--- config.mk ---
export PLATFORM = sky130hd
export DESIGN_NAME = mem1r1w_fifo_ctrl
export DESIGN_NICKNAME = d
export VERILOG_FILES = /design/src/rtl/mem1r1w_fifo_ctrl.sv
export SDC_FILE = /design/constraint.sdc
export NUM_CORES = 1
export LEC_CHECK = 0
export CAP_MARGIN = 40
export CORE_MARGIN = 2
export CORE_UTILIZATION = 38
export CTS_CLUSTER_DIAMETER = 120
export DETAILED_ROUTE_END_ITERATION = 7
export GPL_TIMING_DRIVEN = 0
export PLACE_DENSITY_LB_ADDON = 0.3
export SLEW_MARGIN = 0
export SYNTH_ARGS = -nofsm -noshare
export SYNTH_HDL_FRONTEND = slang
export SYNTH_SLANG_ARGS = --single-unit
--- constraint.sdc ---
create_clock -name clk -period 2.9 [get_ports clk]
set_input_delay 0.58 -clock clk [delete_from_list [all_inputs] [get_ports clk]]
set_output_delay 0.58 -clock clk [all_outputs]
set_load 0.01 [all_outputs]
--- src/rtl/mem1r1w_fifo_ctrl.sv ---
// mem1r1w_fifo_ctrl
// Sequences an external 1R1W memory (combinational read, registered write)
// as a circular FIFO with val/rdy enqueue and dequeue interfaces.
// Pointers wrap explicitly at p_num_entries-1, so any depth >= 2 works.
// Reset is asynchronous and active-low on the port named 'reset'.

module mem1r1w_fifo_ctrl #(
  parameter int p_num_entries = 8,
  parameter int p_bit_width   = 5,
  parameter int p_addr_width  = $clog2(p_num_entries)
) (
  input  logic                                   clk,
  input  logic                                   reset,
  input  logic                                   clear,
  input  logic                                   enq_val,
  output logic                                   enq_rdy,
  input  logic [p_bit_width-1:0]                 enq_msg,
  output logic                                   deq_val,
  input  logic                                   deq_rdy,
  output logic [p_bit_width-1:0]                 deq_msg,
  output logic                                   mem_write_en,
  output logic [p_addr_width-1:0]                mem_write_addr,
  output logic [p_bit_width-1:0]                 mem_write_data,
  output logic                                   mem_read_en,
  output logic [p_addr_width-1:0]                mem_read_addr,
  input  logic [p_bit_width-1:0]                 mem_read_data,
  output logic [$clog2(p_num_entries+1)-1:0]     count
);

  localparam int c_cnt_w = $clog2(p_num_entries + 1);
  localparam logic [p_addr_width-1:0] c_last_addr = p_addr_width'(p_num_entries - 1);
  localparam logic [c_cnt_w-1:0]      c_full_cnt  = c_cnt_w'(p_num_entries);

  logic [p_addr_width-1:0] wr_ptr;
  logic [p_addr_width-1:0] rd_ptr;
  logic                    full;
  logic                    empty;
  logic                    enq_fire;
  logic                    deq_fire;

  // Occupancy flags come straight from the count register.
  assign full  = (count == c_full_cnt);
  assign empty = (count == '0);

  // Handshake outputs depend only on state, clear and reset; holding reset
  // low forces both sides idle so nothing is accepted or presented.
  assign enq_rdy  = reset && !full && !clear;
  assign deq_val  = reset && !empty && !clear;
  assign enq_fire = enq_val && enq_rdy;
  assign deq_fire = deq_val && deq_rdy;

  // Memory port drive: write at the tail on an accepted enqueue, read the
  // head whenever a valid message is presented.
  assign mem_write_en   = enq_fire;
  assign mem_write_addr = wr_ptr;
  assign mem_write_data = enq_msg;
  assign mem_read_en    = deq_val;
  assign mem_read_addr  = rd_ptr;
  assign deq_msg        = deq_val ? mem_read_data : '0;

  // Explicit wrap at the last entry keeps non-power-of-two depths in range.
  function automatic logic [p_addr_width-1:0] next_ptr(input logic [p_addr_width-1:0] ptr);
    next_ptr = (ptr == c_last_addr) ? '0 : ptr + p_addr_width'(1);
  endfunction

  // Pointer and occupancy state; clear flushes without touching memory.
  always_ff @(posedge clk or negedge reset) begin
    if (!reset) begin
      wr_ptr <= '0;
      rd_ptr <= '0;
      count  <= '0;
    end else if (clear) begin
      wr_ptr <= '0;
      rd_ptr <= '0;
      count  <= '0;
    end else begin
      if (enq_fire) begin
        wr_ptr <= next_ptr(wr_ptr);
      end
      if (deq_fire) begin
        rd_ptr <= next_ptr(rd_ptr);
      end
      case ({enq_fire, deq_fire})
        2'b10:   count <= count + c_cnt_w'(1);
        2'b01:   count <= count - c_cnt_w'(1);
        default: count <= count;
      endcase
    end
  end

  // Occupancy must stay within the physical depth.
  a_count_bound : assert property (@(posedge clk) disable iff (!reset) count <= c_full_cnt);

  // Enqueue is never accepted when full, dequeue never taken when empty.
  a_no_overflow : assert property (@(posedge clk) disable iff (!reset) !(full && enq_fire));
  a_no_underflow : assert property (@(posedge clk) disable iff (!reset) !(empty && deq_fire));

endmodule
==> flow_summary.toml <==
[route]
wl_per_cell_um = 12.3
routed_wl_mm = 1.69
ant_nets = 0
vias = 680
drc = 0
drtIter0Drc = 4
firstDrtPassIters = 4
viasPerCell = 4.96

[clock_tree]
clock_path_buffers = 2
cts_max_level = 1
clock_sinks = 10
clockRootBuffer = "clkbuf_4"
clkLatencyLatePin_ns = 0.27
postCtsSetupBuffers = 0
path_clk_slew_ns = 0.07
holdBufCountCts = 0
numCtsBuffers = 3
cts_tree = "yes"

[global_routing]
grt-ovfl-total = 0
use_met3 = 0.0302
antenna_found_initial = 0
grt_pass1_vias = 590
grtUsageMet1 = 0.170
busiest_layer = "met2"
grt_first_pass_wirelength_mm = 2.46
met2_usage = 0.285
grt_max_degree = 13
grt_usage = 0.157

[yosys]
syn-cell-area_um2 = 738
synthFlopType = "dfrtp_1"
synth-seq-area-share = 0.339
synth_edf_count = 0
yosysWarningCount = 0
syn_inst = 75
yosys.cell_types.count = 31
synth_fp_nets = 97
synth_seq_cells = 10
synth.avg_cell_area_um2 = 9.84
ys_async_sr_fraction = 1.00

[sta]
worst_slew_pin_slew_ns = 0.305
grt_setup_unrepaired = "false"
slew_headroom = 0.791
setup_viol = 0
period_needed_ns = 2.76
fmax_mhz = 362
timing.hold.ws_ns = 0.182
finClkSkew_ns = 0.00355
hold_viol = 0
finalCritPeriodShare = 0.952
drv_slew = 0
setup_slack_ns = 0.139

[pwr]
powerDensity_nw_per_um2 = 401
finalPower_mw = 0.453
peakVddDrop_mv = 0.236
p_leak_nw = 0.538

[setup_path]
reg2reg_from = "count[1]"
r2r_slack_ns = 0.20
worstSetupEndpointType = "output pin"
path_class = "register to output pin"
required_ns = 2.32
cp_max_fo = 7
cp-startpoint = "count[1]"
worstPathArrival_ns = 2.18
cp-start-kind = "register"
slowest_delay_ns = 0.60
slowest_stage = "or4_4"
rr_worst_depth = 9
r2r-end = "count[3]"
path_cells = "or4_4 -> nor2b_1 -> and2_1 -> clkdlybuf4s50_1"
crit_path_end = "deq_msg[0]"

[floorplan]
die_area_um2 = 2310
initial_core_util = 0.414
dieWidth_um = 48.1
fp.coreArea_um2 = 1780
io_pins = 39
num_rows = 15
die_y_um = 48.1

[cells_and_area]
n_antenna_cell = 0
drive_gt1_frac = 0.179
fin_area_um2 = 1130
n_fill_cell = 138
multi_input_area_um2 = 420
final_cell_mix = "31 x clkdlybuf4s50_1, 10 x dfrtp_1, 7 x buf_4"
mostFrequentLayoutCell = "clkdlybuf4s50_1"
regArea_um2 = 250
syn2layout_area_growth_pct = 53.1
final_nets = 135

[status]
status = "complete, no violations"

[min_path]
min-delay-path-class = "input pin to async pin"

[placement]
dpl_cell_area_um2 = 1100
portBuffers = 33
place_congestion = 0.692
place_ws_ns = -0.648
dp.final_hpwl_mm = 1.29

[run]
cap_viol_max_count = 0
[metal layers]
metal | up-vias | part of all wire
li1 | 325 | -
met1 | 312 | 0.40
met2 | 38 | 0.47
met3 | 5 | 0.11
met4 | 0 | 0.017
met5 | - | 0
[report_power, final]
group | switching (mW) | total [mW] | internal (mW) | leakage [nW]
registers | 0.0183 | 0.168 | 0.150 | 0.137
clock network | 0.0526 | 0.129 | 0.0764 | 0.0210
logic | 0.0647 | 0.156 | 0.0915 | 0.379
[state kept, by name, indices dropped and copies added (netlist names)]
name            flops
count               4
mem_read_addr       3
mem_write_addr      3
[kinds of logic after synthesis]
logic type	share of synthesized area
xor gates and xnor gates	0.0119
DFF	0.339
and+or+nand+nor	0.278
AOI/OAI and AO/OA	0.124
muxes	0.0271
adders and majority gates	0.129
buffers and inverters	0.0915
[how the worst min path moves through the flow]
| stage | from | to | cells after the start | slack, ns |
|---|---|---|---|---|
| 5_1_grt | reset | mem_write_addr[2] | 1 | 0.20 |
| 6_report | reset | mem_write_addr[0] | 1 | 0.18 |
| 2_1_floorplan | reset | count[0] | 0 | 0.28 |
| 3_5_place_dp | mem_read_addr[1] | mem_read_addr[1] | 2 | 0.54 |
| 4_1_cts | reset | mem_write_addr[1] | 1 | 0.30 |
| 3_3_place_gp | mem_read_addr[2] | mem_read_addr[2] | 2 | 0.52 |
[final cells by class]
cell class	instances	share of cell area
Timing Repair Buffer	33	0.287
Clock buffer	4	0.0321
Sequential cell	10	0.221
Multi-Input combinational cell	54	0.372
Tap cell	25	0.0277
Inverter	4	0.0133
Buffer	7	0.0465
[repair_timing]
item                       in CTS  in global routing
setup endpoints to repair       9                  1
resized for setup               4                  2
cloned                          0                  0
pin swaps                       0                  0
[metrics by stage]
step	utilization	cells	TNS, ns
finish	0.634	137	0
global route	0.634	137	0
CTS	0.637	137	0
detailed placement	0.617	133	-2.66
global placement	0.617	133	-2.45
floorplan	-	75	0
[synth_stat cells (2+ instances only)]
cell / instances / area, µm²
and2_1: 5 / 31.3
mux2i_1: 2 / 20.0
nor2b_1: 2 / 12.5
ha_1: 6 / 75.1
a21oi_1: 3 / 15.0
inv_1: 4 / 15.0
o21ai_0: 3 / 15.0
buf_4: 7 / 52.6
dfrtp_1: 10 / 250
nand3b_1: 2 / 15.0
o22ai_1: 2 / 12.5
nand2b_1: 4 / 25.0
nand3_1: 2 / 10.0
nand2_1: 3 / 11.3
nor2_1: 4 / 15.0
[critical path: cells and delay by family, from the launching register on]
family,cells,cell delay [ns]
and+or+nand+nor,3,0.97
DFF,1,0.46
buffers and inverters,1,0.48
Note: power is estimated with default switching activity, not from simulation.
